--- src/rtl/alu_pkg.sv ---
// ============================================================================
//  Module : alu_pkg
//  Brief  : Shared FSM state encoding and parameter legality helper for the
//           chunked adder/subtractor.
//  Rev    : 1.0  initial release
// ============================================================================
`default_nettype none

package alu_pkg;

    typedef enum logic [1:0] {
        IDLE = 2'd0,
        RUN  = 2'd1,
        DONE = 2'd2
    } state_t;

    function automatic bit chunk_cfg_ok(input int width, input int chunk);
        return (width >= 2) && (chunk >= 1) && (chunk <= width) && ((width % chunk) == 0);
    endfunction

endpackage

`default_nettype wire

--- src/rtl/adder_chunk.sv ---
// ============================================================================
//  Module : adder_chunk
//  Brief  : Combinational CHUNK-bit ripple adder built from full_adder cells.
//  Rev    : 1.0  initial release
// ============================================================================
`default_nettype none

module adder_chunk #(
    parameter int CHUNK = 4
) (
    input  logic [CHUNK-1:0] a_c,
    input  logic [CHUNK-1:0] b_c,
    input  logic             cin,
    output logic [CHUNK-1:0] s_c,
    output logic             cout,
    output logic             c_msb_in
);

    logic [CHUNK:0] w_carry;

    assign w_carry[0] = cin;

    generate
        for (genvar i = 0; i < CHUNK; i++) begin : g_bit
            full_adder u_fa (
                .a    (a_c[i]),
                .b    (b_c[i]),
                .cin  (w_carry[i]),
                .s    (s_c[i]),
                .cout (w_carry[i+1])
            );
        end
    endgenerate

    assign cout     = w_carry[CHUNK];
    // Carry into the top bit; XOR with cout gives signed overflow on the last chunk.
    assign c_msb_in = w_carry[CHUNK-1];

endmodule

`default_nettype wire

--- src/rtl/full_adder.sv ---
// ============================================================================
//  Module : full_adder
//  Brief  : Single-bit full adder cell.
//  Rev    : 1.0  initial release
// ============================================================================
`default_nettype none

module full_adder (
    input  logic a,
    input  logic b,
    input  logic cin,
    output logic s,
    output logic cout
);

    assign s    = a ^ b ^ cin;
    assign cout = (a & b) | (cin & (a ^ b));

endmodule

`default_nettype wire

--- src/rtl/chunked_addsub.sv ---
// ============================================================================
//  Module : chunked_addsub
//  Brief  : Multi-cycle two's-complement add/sub, CHUNK bits per clock, LS
//           chunk first, with valid/ready handshakes on input and output.
//  Rev    : 1.0  initial release
// ============================================================================
`default_nettype none

module chunked_addsub
    import alu_pkg::*;
#(
    parameter int WIDTH = 32,
    parameter int CHUNK = 4
) (
    input  logic             clk,
    input  logic             rst_n,
    input  logic             in_valid,
    output logic             in_ready,
    input  logic [WIDTH-1:0] a,
    input  logic [WIDTH-1:0] b,
    input  logic             sub,
    output logic             out_valid,
    input  logic             out_ready,
    output logic [WIDTH-1:0] sum,
    output logic             carryout,
    output logic             overflow,
    output logic             zero,
    output logic             busy
);

    localparam int NCHUNK = WIDTH / CHUNK;
    localparam int CNT_W  = (NCHUNK > 1) ? $clog2(NCHUNK) : 1;

    generate
        if (!chunk_cfg_ok(WIDTH, CHUNK)) begin : g_bad_cfg
            $error("chunked_addsub: illegal WIDTH/CHUNK combination");
        end
    endgenerate

    state_t             state_q,     state_d;
    logic [WIDTH-1:0]   a_q,         a_d;
    logic [WIDTH-1:0]   b_q,         b_d;
    logic               carry_q,     carry_d;
    logic [CNT_W-1:0]   cnt_q,       cnt_d;
    logic [WIDTH-1:0]   sum_q,       sum_d;
    logic               carryout_q,  carryout_d;
    logic               overflow_q,  overflow_d;
    logic               zero_q,      zero_d;
    logic               out_valid_q, out_valid_d;

    int unsigned        w_base;
    logic [CHUNK-1:0]   w_a_c;
    logic [CHUNK-1:0]   w_b_c;
    logic [CHUNK-1:0]   w_s_c;
    logic               w_cout;
    logic               w_c_msb;
    logic               w_last;

    assign w_base = 32'(cnt_q) * CHUNK;
    assign w_a_c  = a_q[w_base +: CHUNK];
    assign w_b_c  = b_q[w_base +: CHUNK];
    assign w_last = (cnt_q == CNT_W'(NCHUNK - 1));

    adder_chunk #(
        .CHUNK (CHUNK)
    ) u_adder_chunk (
        .a_c      (w_a_c),
        .b_c      (w_b_c),
        .cin      (carry_q),
        .s_c      (w_s_c),
        .cout     (w_cout),
        .c_msb_in (w_c_msb)
    );

    always_comb begin
        state_d     = state_q;
        a_d         = a_q;
        b_d         = b_q;
        carry_d     = carry_q;
        cnt_d       = cnt_q;
        sum_d       = sum_q;
        carryout_d  = carryout_q;
        overflow_d  = overflow_q;
        zero_d      = zero_q;
        out_valid_d = out_valid_q;

        case (state_q)
            IDLE: begin
                if (in_valid) begin
                    // Subtraction is A + ~B + 1: invert B here and seed the carry with 1.
                    state_d    = RUN;
                    a_d        = a;
                    b_d        = b ^ {WIDTH{sub}};
                    carry_d    = sub;
                    cnt_d      = '0;
                    sum_d      = '0;
                    carryout_d = 1'b0;
                    overflow_d = 1'b0;
                    zero_d     = 1'b0;
                end
            end
            RUN: begin
                sum_d[w_base +: CHUNK] = w_s_c;
                carry_d                = w_cout;
                if (w_last) begin
                    state_d     = DONE;
                    cnt_d       = '0;
                    out_valid_d = 1'b1;
                    carryout_d  = w_cout;
                    overflow_d  = w_c_msb ^ w_cout;
                    zero_d      = (sum_d == '0);
                end else begin
                    cnt_d = cnt_q + 1'b1;
                end
            end
            DONE: begin
                if (out_ready) begin
                    state_d     = IDLE;
                    out_valid_d = 1'b0;
                end
            end
            default: begin
                state_d     = IDLE;
                out_valid_d = 1'b0;
            end
        endcase
    end

    always_ff @(posedge clk or negedge rst_n) begin
        if (!rst_n) begin
            state_q     <= IDLE;
            a_q         <= '0;
            b_q         <= '0;
            carry_q     <= 1'b0;
            cnt_q       <= '0;
            sum_q       <= '0;
            carryout_q  <= 1'b0;
            overflow_q  <= 1'b0;
            zero_q      <= 1'b0;
            out_valid_q <= 1'b0;
        end else begin
            state_q     <= state_d;
            a_q         <= a_d;
            b_q         <= b_d;
            carry_q     <= carry_d;
            cnt_q       <= cnt_d;
            sum_q       <= sum_d;
            carryout_q  <= carryout_d;
            overflow_q  <= overflow_d;
            zero_q      <= zero_d;
            out_valid_q <= out_valid_d;
        end
    end

    assign in_ready  = (state_q == IDLE);
    assign busy      = (state_q != IDLE);
    assign out_valid = out_valid_q;
    assign sum       = sum_q;
    assign carryout  = carryout_q;
    assign overflow  = overflow_q;
    assign zero      = zero_q;

endmodule

`default_nettype wire

--- config.mk ---
export PLATFORM = sky130hd
export DESIGN_NAME = chunked_addsub
export DESIGN_NICKNAME = d
export VERILOG_FILES = /design/src/rtl/alu_pkg.sv /design/src/rtl/adder_chunk.sv /design/src/rtl/full_adder.sv /design/src/rtl/chunked_addsub.sv
export SDC_FILE = /design/constraint.sdc
export NUM_CORES = 1
export LEC_CHECK = 0
export CAP_MARGIN = 0
export CORE_UTILIZATION = 45
export DETAILED_ROUTE_END_ITERATION = 7
export GPL_TIMING_DRIVEN = 1
export PLACE_DENSITY = 0.72
export RECOVER_POWER = 25
export REMOVE_ABC_BUFFERS = 1
export SLEW_MARGIN = 20
export SYNTH_ARGS = -nofsm -noshare
export SYNTH_HDL_FRONTEND = slang
export SYNTH_SLANG_ARGS = --single-unit
--- constraint.sdc ---
create_clock -name clk -period 6.54 [get_ports clk]
set_input_delay 0.654 -clock clk [delete_from_list [all_inputs] [get_ports clk]]
set_output_delay 0.654 -clock clk [all_outputs]
set_load 0.05 [all_outputs]
======== Yosys cells after proc, flatten, opt, wreduce, memory -nomap -nowiden ========
Index checks and enable logic that the tools add are counted.
storage, ports and cells
  flip-flop bits (word level) ............. 106
  input port bits ......................... 69
  output and inout port bits .............. 38
  logic and storage cells ................. 76
cells by class
  add/sub/neg operators ................... 2
  equality and inequality tests ........... 6
  shifts and indexed selects .............. 4
  multiplexer cells ....................... 22
  bitwise gates (word level) .............. 23
  reductions and logical operators ........ 9
operators by type and width
  operator                   number
  $pmux W32 S2               1
  $shiftx A32 B6 Y4          2
  $neg A5 Y34                1
  $shift A4 B34 Y32 const A  1
  $shiftx A4 B34 Y32         1
  $bwmux W32                 1
  $logic_not A32 Y1          1
  $mux W32                   1
  $xor A32 B32 Y32           1
  $reduce_and A3 Y1          3
  $xor A1 B1 Y1              9
  $and A1 B1 Y1              8
  $pmux W1 S2                4
  $mux W1                    7
  $mux W2                    3
  $mux W3                    2
  $ne A2 B2 Y1 const B       3
  $pmux W2 S3                1
  $pmux W3 S2                1
  $or A1 B1 Y1               4
  $reduce_and A2 Y1          2
  $reduce_bool A2 Y1         2
  $add A3 B1 Y3 const B      1
  $eq A3 B3 Y1 const B       1
  5 further kinds            5

======== Logic depth before layout (Yosys ltp) ========
Gate-level depths: netlist (run 1).
  depth after elaboration ................. 14
  gate-level depth with buffers ........... 16
  gate-level depth less buffers ........... 13

======== Cells and area by module ========
A second synthesis (run 1) with hierarchy kept.
unflattened totals
  cells, all modules ...................... 531
  area, all modules ....................... 5392.7 sq um
modules (own cells, without submodules)
  module          times used  cells an instance  area an instance (sq um)  sequential area each (sq um)
  chunked_addsub  1           527                5312.6                    2652.5
  full_adder      4           1                  20.0                      0.0

======== Worst setup path after synthesis (run 1) ========
No wires, ideal clock.
  kind .................................... register to register
  start ................................... register cnt_q[0]
  end ..................................... register zero_q (netlist: zero)
  setup time .............................. 0.095 ns
  data arrival time ....................... 4.446 ns
  required time ........................... 6.445 ns
  path slack .............................. 1.999 ns
  stages on the path, launching flop included .. 16
  path buffers ............................ 2
  period minus slack after synthesis ...... 4.541 ns
  cell sequence ........................... dfrtp_1 -> buf_1 -> buf_2 -> mux4_2 -> mux2i_1 -> fa_1 -> inv_1 -> fa_1 -> inv_1 -> fa_1 -> fa_1 -> clkinv_1 -> or4_4 -> a2111oi_2 -> o2111ai_1 -> o31ai_1
between the ends
  word-level cells in the longest chain between the ends .. 14
  elaborated cells on any way between the ends .. 29
  classes of those cells .................. add/sub (1); eq/ne (2); shift (4); mux (3); bitwise (17); reduce/logical (2)
RTL lines
  what                                  line                                        RTL
  start: declaration                    chunked_addsub.sv:44                        logic [CNT_W-1:0] cnt_q, cnt_d;
  start signal: assignment              chunked_addsub.sv:146                       cnt_q <= cnt_d;
  $shiftx A32 B6 Y4 (on tied branches)  chunked_addsub.sv:60, chunked_addsub.sv:61
  $xor A1 B1 Y1                         full_adder.sv:16, full_adder.sv:17
  $and A1 B1 Y1                         full_adder.sv:17                            assign cout = (a & b) | (cin & (a ^ b));
  $or A1 B1 Y1                          full_adder.sv:17
  $and A1 B1 Y1                         full_adder.sv:17
  $or A1 B1 Y1                          full_adder.sv:17
  $and A1 B1 Y1                         full_adder.sv:17
  $or A1 B1 Y1                          full_adder.sv:17
  $xor A1 B1 Y1                         full_adder.sv:16                            assign s = a ^ b ^ cin;
  $shiftx A4 B34 Y32                    chunked_addsub.sv:103                       sum_d[w_base +: CHUNK] = w_s_c;
  $bwmux W32                            chunked_addsub.sv:103
  $logic_not A32 Y1                     chunked_addsub.sv:111                       zero_d = (sum_d == '0);
  $mux W1                               chunked_addsub.sv:105                       if (w_last) begin
  $pmux W1 S2                           chunked_addsub.sv:87                        case (state_q)
  end signal: assignment                chunked_addsub.sv:150                       zero_q <= zero_d;
  end: declaration                      chunked_addsub.sv:48                        logic zero_q, zero_d;
Parallel ways exist; a longest one is shown, timed or not. The select of a mux whose other input is x is not followed.
A chain may end at the register's enable or synchronous reset.

======== Worst setup path after layout (run 1) ========
  start ................................... register cnt_q[1]
  end ..................................... register zero_q (netlist: zero)
The elaborated chain is that of the path after synthesis.

==> results by group, run 1 <==
Status
  • Run status: complete, but fails checks
  • Failing checks: max-capacitance violations, max-slew violations

Place
  • Routability Congestion: 0.821
  • Number of port buffers: between 100 and 150
  • Placed instance count: 759
  • HPWL after detailed placement: 8.61 mm
  • Placed Instance Area: 6360 um2

Route
  • Wire length on met1: 5.47 mm
  • Met3 wirelength from detailed routing: 510 um
  • Final WL: 12.0 mm
  • Routed wire length on met2: 5.83 mm
  • Initial DRC count: about 220
  • Max Used Layer: met4
  • Final antenna-violating net count: 0
  • Routed len/inst: 15.4 um
  • Via density: 5.24
  • Number of detailed-route iterations in the first pass: 4
  • Via count of the routed design: slightly above 4000
  • Post-route DRC: 0

Logic synthesis
  • Combined area of all synthesized cells: 5220 um2
  • Main area contributors after synthesis: dfrtp_1, nand2_1, mux4_2
  • Sequential share of the synthesized area: 0.509
  • Portion of synthesized cell area occupied by the leading cell type: 0.509
  • Count of distinct cell types in the synthesized netlist: 43
  • Top flip-flop cell by instance count after synthesis: dfrtp_1
  • FF+latch count, synth: about 110
  • Number of flops mapped to enable cells by yosys: 0
  • Syn avg cell area: about 9.7 um2
  • Ys Warns: 0
  • Mapped Cells: 540
  • Async set-or-reset flop fraction in the synthesized netlist: 1.00
  • Library cell with the largest summed area after synthesis: dfrtp_1

Power and ir drop
  • Net Switching: 1.90 mW
  • Part of the power in the clock network: 0.132
  • Power per cell area: 593 nW/um2
  • P_int: 2.03 mW
  • Seq pwr share: 0.298
  • Switch share: 0.484
  • Maximum resistive drop on vdd: 0.351 mV
  • Power share of the combinational group: 0.570
  • Cell leakage power: around 2.9 nW

Clocking
  • Number of clock sinks: 106
  • Clock-pin transition on the worst setup and hold timing paths: 80 ps
  • CTS tree: built
  • Post-CTS Resized: 0
  • Clock tree buffer depth: 2
  • Max H-tree Level: 3
  • Hold buffer count at CTS: 0
  • Clock root cell: clkbuf_16
  • Post-CTS Setup Repair Bufs: 0
  • Cts bufs inserted: 9
  • Clock latency reported for the late side of the worst-skew pair: 340 ps

STA
  • Final critical-path share of the clock period: 0.754
  • Worst rel slew slack: -0.248
  • Endpoints failing hold: 0
  • Hold_ws: 479 ps
  • Maximum operating frequency: 203 MHz
  • Fin. max-slew vios: 109
  • Number of setup violations in the final report: 0
  • Setup TNS: 0 ps
  • RSZ-0062 raised after global routing: no
  • Slew at the pin closest to its max-slew limit: between 1500 and 2000 ps
  • Post-layout min period: about 4900 ps
  • Skew final: 13.9 ps

Global routing
  • Leftover overflow at the end of global routing: 0
  • Vias in the first global route: 4173
  • Antenna violations before repair: 0
  • Maximum number of pins on one net before global-route repair: ~110
  • Total routing usage reported by global routing: 0.217
  • First-pass GRT wire length: 20.0 mm

Floorplanning
  • Initial core utilization: 0.471
  • Site row count: 38
  • Core box area: 11100 um2
  • I/O pin count: around 110
  • Overall die height: 110 um
  • Total Die Area: about 12000 um2
  • Die Width: 110 um

Layout
  • Ant diodes: 0
  • Share of post-route cells with drive strength above 1: 0.0646
  • Layout overhead on the synthesized area: 27.4%
  • Net count, final: 710
  • Area of all placed cells without fillers: ~6600 um2
  • Non-filler instance count after layout: 775

Critical path
  • Biggest fanout along the worst timing path: 25
  • Kind of start point of the critical path: flop
  • Category of the most critical setup path: reg -> reg
  • Arrival time of data at the critical path endpoint: 5180 ps
  • Endpoint kind of the worst setup timing path: flop
  • Worst Path Required: approximately 6800 ps

Job
  • Max Cap Violations: 2

Hold path
  • Hold Path Class: reg -> reg
## worst max-delay path: stages (launching register included)
cell	delay, ps
dfrtp_1	1010
mux4_2	390
mux2i_1	100
fa_1	420
inv_1	80
fa_1	160
inv_1	50
fa_1	410
fa_1	830
clkinv_1	130
or4_4	550
a2111oi_2	300
o2111ai_1	160
o31ai_1	250
## cells by family after synthesis
| group | Yosys count | share of synthesized area |
|---|---|---|
| AOI/OAI and AO/OA | 98 | 0.107 |
| xor gates and xnor gates | 33 | 0.0554 |
| adders and majority gates | 11 | 0.0321 |
| buffers and inverters | 43 | 0.0312 |
| DFF | 106 | 0.509 |
| muxes | 25 | 0.0864 |
| and+or+nand+nor | 224 | 0.179 |
## worst paths after layout
kind                       cells after the start     start       to  slack [ps]
max                                           13  cnt_q[1]     zero        1610
min                                            2   a_q[26]  a_q[26]         480
max reg2reg                                   13  cnt_q[1]     zero        1610
min reg2reg                                    2   a_q[26]  a_q[26]         480
max in group asynchronous                      2     rst_n  carry_q        3240
min in group asynchronous                      1     rst_n  a_q[15]         710
## sequential cells by signal, indices dropped and copies added, names as in the netlist
signal,count
overflow,1
cnt_q,3
a_q,32
sum,32
carry_q,1
carryout,1
b_q,32
state_q,2
out_valid,1
zero,1
## Yosys cell counts (2+ instances only)
cell type    n
a31oi_1      7
o21ai_0     14
dfrtp_1    106
o31ai_1      5
or3_1        2
mux4_2      16
nor2_1      10
clkbuf_1    20
fa_1         4
buf_1       10
a21oi_1      6
o2111ai_1    2
nand3_1     12
and2_1       4
ha_1         7
nand2b_1     3
o21ai_1     55
nor3_1       2
inv_1       11
or4_4        2
nand2_1    176
nor4_1       6
mux2i_1      9
xnor2_1     32
## cells in the final DEF (no fill, tap or decap), types with 10 or more instances in the layout
cell             instances
inv_1                   11
mux4_2                  16
o21ai_1                 55
nor2_1                  10
o21ai_0                 14
xnor2_1                 32
nand3_1                 12
dfrtp_1                106
nand2_1                175
clkdlybuf4s50_1        104
## through the flow
step	power, mW	utilization	setup slack, ps
3_3_place_gp	3.37	0.575	1750
6_report	3.94	0.600	1610
4_1_cts	3.97	0.600	1580
3_5_place_dp	3.44	0.575	1620
5_1_grt	4.23	0.600	1400
2_1_floorplan	2.67	-	1980
## cell type report
class / instances / area [um2]
Fill cell: 960 / 4430
Tap cell: 140 / 175
Multi-Input combinational cell: 391 / 2410
Clock inverter: 7 / 61.3
Clock buffer: 9 / 225
Timing Repair Buffer: 110 / 1080
Sequential cell: 106 / 2650
Inverter: 12 / 45.0
## power groups by stage
stage / clock network, mW / registers [mW] / logic, mW
floorplan: 0 / 1.43 / 1.24
global placement: 0 / 1.16 / 2.22
detailed placement: 0 / 1.18 / 2.26
CTS: 0.529 / 1.17 / 2.26
global route: 0.551 / 1.21 / 2.47
finish: 0.521 / 1.17 / 2.24
## per-layer routing
metal	vias up	GRT usage
met5	-	0
met4	0	0.0714
met3	16	0.0356
met2	104	0.365
met1	1936	0.288
li1	2007	-
Note: power is estimated with default switching activity, not from simulation.
==> inputs of run 2 (changes only) <==
==> constraint.sdc (replaced) <==
create_clock -name clk -period 5.11 [get_ports clk]
set_input_delay 0.511 -clock clk [delete_from_list [all_inputs] [get_ports clk]]
set_output_delay 0.511 -clock clk [all_outputs]
set_load 0.05 [all_outputs]
==> run 2 against run 1 <==
Against the previous run: the run still ends with max-capacitance violations, max-slew violations left; cell count up 0.13%; fmax up 14%; hold slack worse by 6.4 ps; first-iteration DRC count down 0.45%; critical endpoint unchanged; largest cell class unchanged; largest power group unchanged.
==> results by group, run 2 (same netlist as run 1, synthesis figures left out) <==
Critical path
  • Library cell appearing most often on the critical path: fa_1
  • Cell family contributing the most delay on the critical path: adder cells
  • Arrival time of data at the critical path endpoint: 4570 ps (-610 ps)
  • Crit-path slowest cell: or4_4
  • Biggest fanout along the worst timing path: 11 (-56%)
  • Reg2reg end: zero
  • Critical Path Source: cnt_q[2]
  • Critical Path, Cell by Cell: inv_1, mux2i_1, fa_1, inv_1, fa_1, inv_1, fa_1, fa_1, buf_4, clkinv_1, or4_4, a2111oi_2, o2111ai_1, o31ai_1
  • Crit path buf inv count: 5 (+2)
  • Worst Path Required: 5340 ps (-1450 ps)
  • Category of the most critical setup path: reg -> reg
  • Kind of start point of the critical path: flop
  • Worst-case reg-to-reg path depth: 14 (+1)
  • Slowest Stage Delay on Critical Path: 530 ps (-480 ps)
  • R2r setup slk: 770 ps (-840 ps)
  • Launching point of the worst reg2reg path: cnt_q[2]
  • Endpoint kind of the worst setup timing path: flop

Layout
  • Area of all placed cells without fillers: 6660 um2 (+0.24%)
  • Layout overhead on the synthesized area: 27.7%
  • Count of fill cells added during filler insertion: 964 (+0.42%)
  • Share of post-route cells with drive strength above 1: 0.0676 (+0.00304)
  • Net count, final: 711 (+0.14%)
  • Most common cell after layout, fill and taps aside: nand2_1
  • Non-filler instance count after layout: 776 (+0.13%)
  • Commonest cells after routing, fill and taps aside: nand2_1, dfrtp_1, clkdlybuf4s50_1
  • Ant diodes: 0 (unchanged)

Floorplanning
  • Total Die Area: 12000 um2 (unchanged)
  • Overall die height: 110 um (unchanged)
  • Site row count: 38 (unchanged)
  • Initial core utilization: 0.471 (unchanged)
  • Die Width: 110 um (unchanged)
  • I/O pin count: 107 (unchanged)
  • Core box area: 11100 um2 (unchanged)

STA
  • Fin. max-slew vios: 109 (unchanged)
  • Worst rel slew slack: -0.449 (-0.201)
  • Number of setup violations in the final report: 0 (unchanged)
  • Setup TNS: 0 ps (unchanged)
  • Slew at the pin closest to its max-slew limit: 2170 ps (+301 ps)
  • Endpoints failing hold: 0 (unchanged)
  • Maximum operating frequency: 230 MHz (+14%)
  • Skew final: 12.8 ps (-1.08 ps)
  • Post-layout min period: 4340 ps (-595 ps)
  • Final critical-path share of the clock period: 0.849 (+0.0947)
  • RSZ-0062 raised after global routing: no
  • Hold_ws: 472 ps (-6.38 ps)

Place
  • Placed instance count: 760 (+0.13%)
  • Routability Congestion: 0.890 (+8.4%)
  • Number of port buffers: 106 (unchanged)
  • Placed Instance Area: 6370 um2 (+0.12%)
  • HPWL after detailed placement: 8.46 mm (-1.8%)

Clocking
  • Post-CTS Setup Repair Bufs: 0 (unchanged)
  • CTS tree: built
  • Hold buffer count at CTS: 0 (unchanged)
  • Clock tree buffer depth: 2 (unchanged)
  • Max H-tree Level: 3 (unchanged)
  • Clock latency reported for the late side of the worst-skew pair: 350 ps (about the same)
  • Clock root cell: clkbuf_16
  • Clock-pin transition on the worst setup and hold timing paths: 70 ps (about the same)
  • Post-CTS Resized: 0 (unchanged)
  • Cts bufs inserted: 9 (unchanged)
  • Number of clock sinks: 106 (unchanged)

Route
  • Routed len/inst: 15.2 um (-1.5%)
  • Final WL: 11.8 mm (-1.3%)
  • Via density: 5.27 (+0.61%)
  • Post-route DRC: 0 (unchanged)
  • Initial DRC count: 220 (-0.45%)
  • Via count of the routed design: 4093 (+0.74%)
  • Final antenna-violating net count: 0 (unchanged)
  • Number of detailed-route iterations in the first pass: 5 (+1)

Power and ir drop
  • Switch share: 0.481 (-0.00267)
  • P_int: 2.62 mW (+29%)
  • Net Switching: 2.43 mW (+28%)
  • Seq pwr share: 0.290 (-0.008)
  • Power share of the combinational group: 0.577 (+0.007)
  • Power per cell area: 758 nW/um2 (+28%)
  • Maximum resistive drop on vdd: 0.592 mV (+69%)
  • Cell leakage power: 2.94 nW (+0.30%)
  • Part of the power in the clock network: 0.134 (+0.002)

Global routing
  • Leftover overflow at the end of global routing: 0 (unchanged)
  • Total routing usage reported by global routing: 0.212 (-0.00504)
  • Vias in the first global route: 4045 (-3.1%)
  • Antenna violations before repair: 0 (unchanged)
  • Maximum number of pins on one net before global-route repair: 106 (unchanged)
  • First-pass GRT wire length: 19.4 mm (-3.1%)

Status
  • Run status: complete, but fails checks
  • Failing checks: max-capacitance violations, max-slew violations

Hold path
  • Hold Path Class: reg -> reg
  • Hold Crit Depth: 2 (unchanged)
  • Launch point of the worst hold path: a_q[24]
  • Capture endpoint of the worst hold path: a_q[24]

Job
  • Max Cap Violations: 2 (unchanged)
-- run 2: cell count changes in the layout (fill, tap and decap cells not counted) --
| cell | previous run | this run |
|---|---|---|
| nor2b_1 | 1 | 0 |
| inv_8 | 2 | 3 |
| clkinv_2 | 1 | 0 |
| buf_4 | 3 | 4 |
| nor2b_2 | 0 | 1 |
-- run 2: worst max path at each step --
| stage | depth (start not counted) | end |
|---|---|---|
| global placement | 14 | zero |
| global route | 14 | zero |
| finish | 14 | zero |
| floorplan | 13 | zero |
| CTS | 14 | zero |
| detailed placement | 14 | zero |
-- run 2: power by group through the flow --
| stage | Clock [mW] | Sequential [mW] | Combinational [mW] |
|---|---|---|---|
| final | 0.675 | 1.46 | 2.91 |
| after global routing | 0.720 | 1.51 | 3.20 |
| after CTS | 0.688 | 1.46 | 2.93 |
| after detailed placement | 0 | 1.47 | 2.91 |
| after global placement | 0 | 1.45 | 2.85 |
| after floorplan | 0 | 1.83 | 1.58 |
-- run 2: per-stage QoR --
stage | power (mW) | util | setup slack [ps]
floorplan | 3.42 | - | 555
global placement | 4.30 | 0.575 | 945
detailed placement | 4.39 | 0.575 | 787
CTS | 5.08 | 0.602 | 766
global route | 5.43 | 0.601 | 505
finish | 5.05 | 0.601 | 771
-- run 2: worst register-to-register path: stages (launching register included) --
cell and delay (ps):
dfrtp_1 470, inv_1 390, mux2i_1 170, fa_1 420
inv_1 80, fa_1 170, inv_1 50, fa_1 410
fa_1 500, buf_4 190, clkinv_1 80, or4_4 530
a2111oi_2 320, o2111ai_1 150, o31ai_1 300
-- run 2: cell type report --
| type | instances | area (um2) | share of cell area |
|---|---|---|---|
| Clock buffer | 9 | 225 | 0.0338 |
| Tap cell | 140 | 175 | 0.0263 |
| Sequential cell | 106 | 2650 | 0.398 |
| Multi-Input combinational cell | 391 | 2410 | 0.362 |
| Inverter | 12 | 45.0 | 0.00676 |
| Clock inverter | 7 | 67.6 | 0.0101 |
| Timing Repair Buffer | 111 | 1080 | 0.163 |
-- run 2: layer usage --
metal  vias to the layer above  part of all wire  global-route usage  wire (um)
met3                        19             0.040              0.0362        471
li1                       2007                 -                   -          -
met4                         0             0.018              0.0781        218
met1                      1945              0.45               0.281       5350
met5                         -                 0                   0          0
met2                       122              0.49               0.351       5750
